`config.mk`:
```
export PLATFORM = sky130hd
export DESIGN_NAME = axi_data_downconverter
export DESIGN_NICKNAME = d
export VERILOG_FILES = /design/src/rtl/axi_data_downconverter.sv
export SDC_FILE = /design/constraint.sdc
export NUM_CORES = 1
export LEC_CHECK = 0
export CORE_MARGIN = 3
export CORE_UTILIZATION = 40
export CTS_CLUSTER_DIAMETER = 200
export DETAILED_ROUTE_END_ITERATION = 10
export PLACE_DENSITY = 0.75
export SYNTH_ARGS = -nofsm -noshare
export SYNTH_HDL_FRONTEND = slang
export SYNTH_SLANG_ARGS = --single-unit
```
`constraint.sdc`:
```
create_clock -name clk -period 2.25 [get_ports clk]
set_clock_uncertainty 0.2 [all_clocks]
set_input_delay 0.45 -clock clk [delete_from_list [all_inputs] [get_ports clk]]
set_output_delay 0.45 -clock clk [all_outputs]
set_load 0.01 [all_outputs]
```
`src/rtl/axi_data_downconverter.sv`:
```
// axi_data_downconverter: 64-bit AXI-Stream with tkeep to 32-bit AXI-Stream with tlast
module axi_data_downconverter #(
  parameter int ERR_WIDTH      = 16,
  parameter bit LOW_WORD_FIRST = 1'b1
) (
  input  logic                 clk,
  input  logic                 reset,
  input  logic [63:0]          sAxisTdata,
  input  logic [7:0]           sAxisTkeep,
  input  logic                 sAxisTlast,
  input  logic                 sAxisTvalid,
  output logic                 sAxisTready,
  output logic [31:0]          mAxisTdata,
  output logic                 mAxisTlast,
  output logic                 mAxisTvalid,
  input  logic                 mAxisTready,
  output logic [ERR_WIDTH-1:0] errorCount
);
  typedef enum logic [1:0] {EMPTY, FIRST, SECOND} state_t;
  state_t state, state_nx;
  logic [31:0] hf, hs, f_half, s_half;
  logic [3:0] f_keep, s_keep;
  logic hv1, hlast, final_word, done, acc, bad;
  assign f_half = LOW_WORD_FIRST ? sAxisTdata[31:0] : sAxisTdata[63:32];
  assign s_half = LOW_WORD_FIRST ? sAxisTdata[63:32] : sAxisTdata[31:0];
  assign f_keep = LOW_WORD_FIRST ? sAxisTkeep[3:0] : sAxisTkeep[7:4];
  assign s_keep = LOW_WORD_FIRST ? sAxisTkeep[7:4] : sAxisTkeep[3:0];
  // handshake, next state and output mux; a finished beat frees the input the same cycle
  always_comb begin
    final_word  = (state == SECOND) | ((state == FIRST) & ~hv1);
    done        = final_word & mAxisTready;
    sAxisTready = ~reset & ((state == EMPTY) | done);
    acc         = sAxisTvalid & sAxisTready;
    bad         = ~((f_keep == 4'hF) & ((s_keep == 4'h0) | (s_keep == 4'hF)));
    state_nx    = acc ? (|f_keep ? FIRST : |s_keep ? SECOND : EMPTY) :
                  done ? EMPTY :
                  ((state == FIRST) & mAxisTready) ? SECOND : state;
    mAxisTvalid = state != EMPTY;
    mAxisTlast  = hlast & final_word;
    mAxisTdata  = (state == SECOND) ? hs : hf;
  end
  // held beat, state and saturating keep-error counter
  always_ff @(posedge clk) begin
    if (reset) begin
      state      <= EMPTY;
      hf         <= '0;
      hs         <= '0;
      hv1        <= 1'b0;
      hlast      <= 1'b0;
      errorCount <= '0;
    end else begin
      state <= state_nx;
      if (acc) begin
        hf    <= f_half;
        hs    <= s_half;
        hv1   <= |s_keep;
        hlast <= sAxisTlast;
      end
      if (acc & bad & ~&errorCount) errorCount <= errorCount + ERR_WIDTH'(1);
    end
  end
endmodule

```
=== Yosys cells after proc, flatten, opt, wreduce, memory -nomap -nowiden ===
Cells that the tools add are included.

* Register bits after elaboration: 84
* Output and inout bits: 51

* Add/subtract/negate cells: 1
* Eq/ne operators: 4
* Multiplexer cells: 6
* Bitwise logic cells: 15
* Reductions and logical operators: 8

{| class="wikitable"
|+ Operator list
! cell !! number
|-
| 32-bit two-way mux || 1
|-
| 16-bit by 1-bit adder with 16-bit output (second input constant) || 1
|-
| 16-bit AND reduction || 1
|-
| 2-bit two-way mux || 5
|-
| 1-bit AND || 9
|-
| 4-bit equality test (second input constant) || 2
|-
| 4-bit OR reduction || 2
|-
| 4-bit zero test || 1
|-
| 1-bit inverter || 3
|-
| 1-bit OR || 3
|-
| 3-bit nonzero test || 1
|-
| 2-bit by 1-bit equality test with 1-bit output (second input constant) || 1
|-
| 2-bit equality test (second input constant) || 1
|-
| 2-bit zero test || 1
|-
| 2-bit nonzero test || 1
|-
| 1-bit zero test || 1
|}

=== Depth between registers and ports, before layout ===
* Depth after elaboration: 9
* Depth in mapped cells: 8
* Gate-level depth less buffers: 6

=== Least setup slack after synthesis ===
No wires, ideal clock.

* Path kind: input to register
* From: input reset
* To: register errorCount[11]
* Setup time: 132 ps
* Data arrival time: 1,942 ps
* Data required time: 1,918 ps
* Slack: -24 ps
* Cell stages on the path: 8
* Path buffers: 3
* Cells stage by stage: buf_2 -> inv_2 -> o311ai_2 -> or3_1 -> buf_2 -> buf_2 -> o41ai_1 -> a21oi_1

* Longest elaborated chain between the ends: 5

{| class="wikitable"
|+ Ends and longest elaborated chain
! item !! line !! RTL
|-
| from (decl) || 7 || <nowiki>input logic reset,</nowiki>
|-
| 1-bit inverter || 32 || <nowiki>sAxisTready = ~reset & ((state == EMPTY) | done);</nowiki>
|-
| 1-bit AND || 32 ||
|-
| 1-bit AND || 33 || <nowiki>acc = sAxisTvalid & sAxisTready;</nowiki>
|-
| 1-bit AND (2 in a row) || 59 || <nowiki>if (acc & bad & ~&errorCount) errorCount <= errorCount + ERR_WIDTH'(1);</nowiki>
|-
| to (signal assigned) || 59 ||
|-
| to (decl) || 17 || <nowiki>output logic [ERR_WIDTH-1:0] errorCount</nowiki>
|}

Parallel ways exist; a longest one is shown, timed or not.
A chain may end at the register's enable or synchronous reset.

=== Worst setup path after layout ===
* From: register state[1]
* To: output mAxisTdata[30]

* Longest elaborated chain between the ends: 2

{| class="wikitable"
|+ Ends and longest elaborated chain
! item !! line !! RTL
|-
| from (decl) || 20 || <nowiki>state_t state, state_nx;</nowiki>
|-
| from (signal assigned) || 52 || <nowiki>state <= state_nx;</nowiki>
|-
| 2-bit equality test || 40 || <nowiki>mAxisTdata = (state == SECOND) ? hs : hf;</nowiki>
|-
| 32-bit two-way mux || 40 ||
|-
| to (decl) || 13 || <nowiki>output logic [31:0] mAxisTdata,</nowiki>
|}

Every way passes these cells.

==> summary.md <==
| Metric | Value |
|---|---|
| CTS tree | yes |
| Maximum vdd drop | 0.3070 mV |
| Hold Slack | 0.2537 ns |
| Final HPWL DP | 6815 um |
| Final hold vios | 0 |
| Worst Hold Depth | 2 |
| First DRT Iteration DRCs | 85 |
| H-tree lvl count | 3 |
| RSZ-0062 raised after global routing | true |
| Critical path data required time | 1.60 ns |
| Worst relative slew slack | 0.5210 |
| EDFF count, synth | 0 |
| Final min period | 2.307 ns |
| Non-Filler Instances | 702 |
| Drt wl/cell | 14.80 um |
| Vias per cell | 5.207 |
| PwrDens | 622.6 nW/um2 |
| Core area | 8464 um2 |
| Placer Congestion | 0.8496 |
| Die Area | 10180 um2 |
| Largest net degree at the start of global routing | 72 |
| Total track usage | 0.1989 |
| Placed Cells | 675 |
| Drt first pass iters | 4 |
| Rows | 33 |
| Warnings from Yosys | 0 |
| R2r setup slk | -0.02 ns |
| Vias in the first global route | 3431 |
| Number of I/O port buffers | 127 |
| Commonest non-fill, non-tap cells in the layout | nand2_1 (143), clkdlybuf4s50_1 (91), dfxtp_1 (82) |
| Min-Delay Endpoint | hf[3]$_SDFFE_PP0P_ |
| Ys async rst share | 0 |
| Crit path max fanout | 8 |
| Die Width | 100.9 um |
| Share of layout cells above drive strength 1 | 0.2295 |
| WL final | 10390 um |
| Syn Nets | 524 |
| WP data arrival | 1.66 ns |
| Initial antenna violation count | 0 |
| Die H | 100.9 um |
| Layout Nets | 671 |
| R2r startpoint | state[1]$_SDFFE_PP0P_ |
| Clock buffers created by TritonCTS | 9 |
| Yosys reg bits | 84 |
| Worst r2r dst | errorCount[4]$_SDFFE_PP0P_ |
| Worst setup SP type | flip-flop |
| Clock sinks | 84 |
| Min-Delay Path Class | reg -> reg |
| Final Setup Violations | 12 |
| Static Leak | 2.444 nW |
| Routed via count | 3655 |
| Synthesis-to-finish area growth | 54.27% |
| PnR worst setup slack | -0.05681 ns |
| Fill count | 699 |
| Slew Limit Fails | 0 |
| Max-Cap Viols | 0 |
| Max Buffers Root-to-Sink | 2 |
| Global-route wire length before repair | 16120 um |
| Final antenna-violating net count | 0 |
| Total gr overflow | 0 |
| Register area share after synthesis | 0.4670 |
| Worst hold start | hf[3]$_SDFFE_PP0P_ |
| Diode count | 0 |
| WS Path Type | reg -> out |
| Residual DRC | 0 |
| Main synth FF type | dfxtp_1 |
| Setup crit end kind | output pin |
| CTS Root Cell | clkbuf_8 |
| Mapped Area | 3601 um2 |
| Mapped Avg Cell Area | 8.074 um2 |
| Commonest non-fill, non-tap cell in the layout | nand2_1 |
| Post-synth cell types | 36 |
| Starting Density | 0.4254 |
| Clock latency on the worst-skew pair | 0.36 ns |
| Failing checks | negative setup slack |
| I/O pin count | 128 |
| Clock-pin slew on the worst setup and hold paths | 0.08 ns |
| Least-Margin Pin Slew | 0.7184 ns |
| Crit share post-route | 1.025 |
| Outcome | finished, violations left |
| Cell count after synthesis | 446 |
| Max frequency | 433.5 MHz |
| Worst reg2reg path depth | 8 |
power by group:
part           switching (W)  internal [W]
Clock               0.000537      0.000508
Sequential         0.0000516       0.00159
Combinational       0.000330      0.000441
Total               0.000918       0.00254
how the worst max path moves through the flow:
stage | start | endpoint | cells after the start
after CTS | state[1]$_SDFFE_PP0P_ | mAxisTdata[30] | 6
after global placement | mAxisTready | errorCount[14]$_SDFFE_PP0P_ | 8
final | state[1]$_SDFFE_PP0P_ | mAxisTdata[30] | 5
after global routing | state[0]$_SDFFE_PP0P_ | mAxisTdata[10] | 6
after detailed placement | mAxisTready | errorCount[2]$_SDFFE_PP0P_ | 7
after floorplan | sAxisTkeep[5] | errorCount[6]$_SDFFE_PP0P_ | 7
repair_timing:
item,CTS,global route
resized for setup,159,43
gates cloned,2,1
endpoints found under the setup margin,52,49
pin swaps,0,5
hold buffers,0,0
buffers inserted,9,5
layer usage:
| layer | track usage | up-vias | wire [um] |
|---|---|---|---|
| met1 | 0.2472 | 1709 | 4628 |
| li1 | - | 1816 | - |
| met2 | 0.3296 | 119 | 4973 |
| met3 | 0.05536 | 11 | 624 |
| met5 | 0 | - | 0 |
| met4 | 0.06943 | 0 | 164 |
synth_stat cells, types with 2 or more instances:
master / count / area [um2]
nand2_1: 143 / 536.8
inv_1: 3 / 11.26
buf_1: 3 / 11.26
o41ai_1: 2 / 17.52
nand3_1: 71 / 355.3
dfxtp_1: 84 / 1682
xnor2_1: 3 / 26.28
nor2_1: 7 / 26.28
buf_2: 3 / 15.01
nand4_1: 7 / 43.79
nand4b_1: 2 / 17.52
or4_1: 3 / 22.52
or3_1: 4 / 25.02
o31ai_1: 2 / 15.01
and4_1: 3 / 26.28
mux2_2: 32 / 360.4
nor4_1: 7 / 43.79
clkbuf_1: 23 / 86.33
nor3_1: 5 / 25.02
nor2b_1: 4 / 25.02
a21oi_1: 14 / 70.07
o21ai_0: 7 / 35.03
final cells by class:
| cell class | instances | area, um2 | share of cell area |
|---|---|---|---|
| Timing Repair Buffer | 165 | 1603 | 0.2885 |
| Sequential cell | 84 | 1687 | 0.3036 |
| Tap cell | 105 | 131.4 | 0.02365 |
| Multi-Input combinational cell | 329 | 1937 | 0.3486 |
| Clock inverter | 4 | 51.30 | 0.009234 |
| Clock buffer | 11 | 131.4 | 0.02365 |
| Inverter | 4 | 15.01 | 0.002703 |
sequential cells by signal, indices dropped and copies added (netlist names):
register	count
hlast	1
hv1	1
state	2
errorCount	16
hf	32
hs	32
critical path, stage by stage (launching register included):
cell and delay [ns]:
dfxtp_2 0.34, nor2b_4 0.23, buf_6 0.14, buf_12 0.13, mux2_2 0.34, buf_2 0.14
cells by family after synthesis:
| family | count (synthesis) | synth area share |
|---|---|---|
| multiplexers | 33 | 0.1029 |
| XOR/XNOR | 3 | 0.007298 |
| adder cells (fa/ha/maj) | 1 | 0.003474 |
| flip-flops | 84 | 0.4670 |
| AO/OA/AOI/OAI | 30 | 0.05143 |
| buffers and inverters | 33 | 0.03544 |
| AND/OR/NAND/NOR | 262 | 0.3325 |
stage by stage:
step | TNS, ns | setup WS, ns | area (um2) | total power (W) | utilization
after CTS | -2.565 | -0.1497 | 5540 | 0.003487 | 0.6545
after detailed placement | -30.76 | -0.6159 | 5159 | 0.002377 | 0.6095
after global placement | -27.33 | -0.4923 | 5159 | 0.002362 | 0.6095
after global routing | -2.103 | -0.1271 | 5555 | 0.003626 | 0.6563
final | -0.3139 | -0.05681 | 5555 | 0.003459 | 0.6563
after floorplan | 0 | 0.004917 | 3611 | 0.001980 | -
Power figures use the tool's default switching activity.
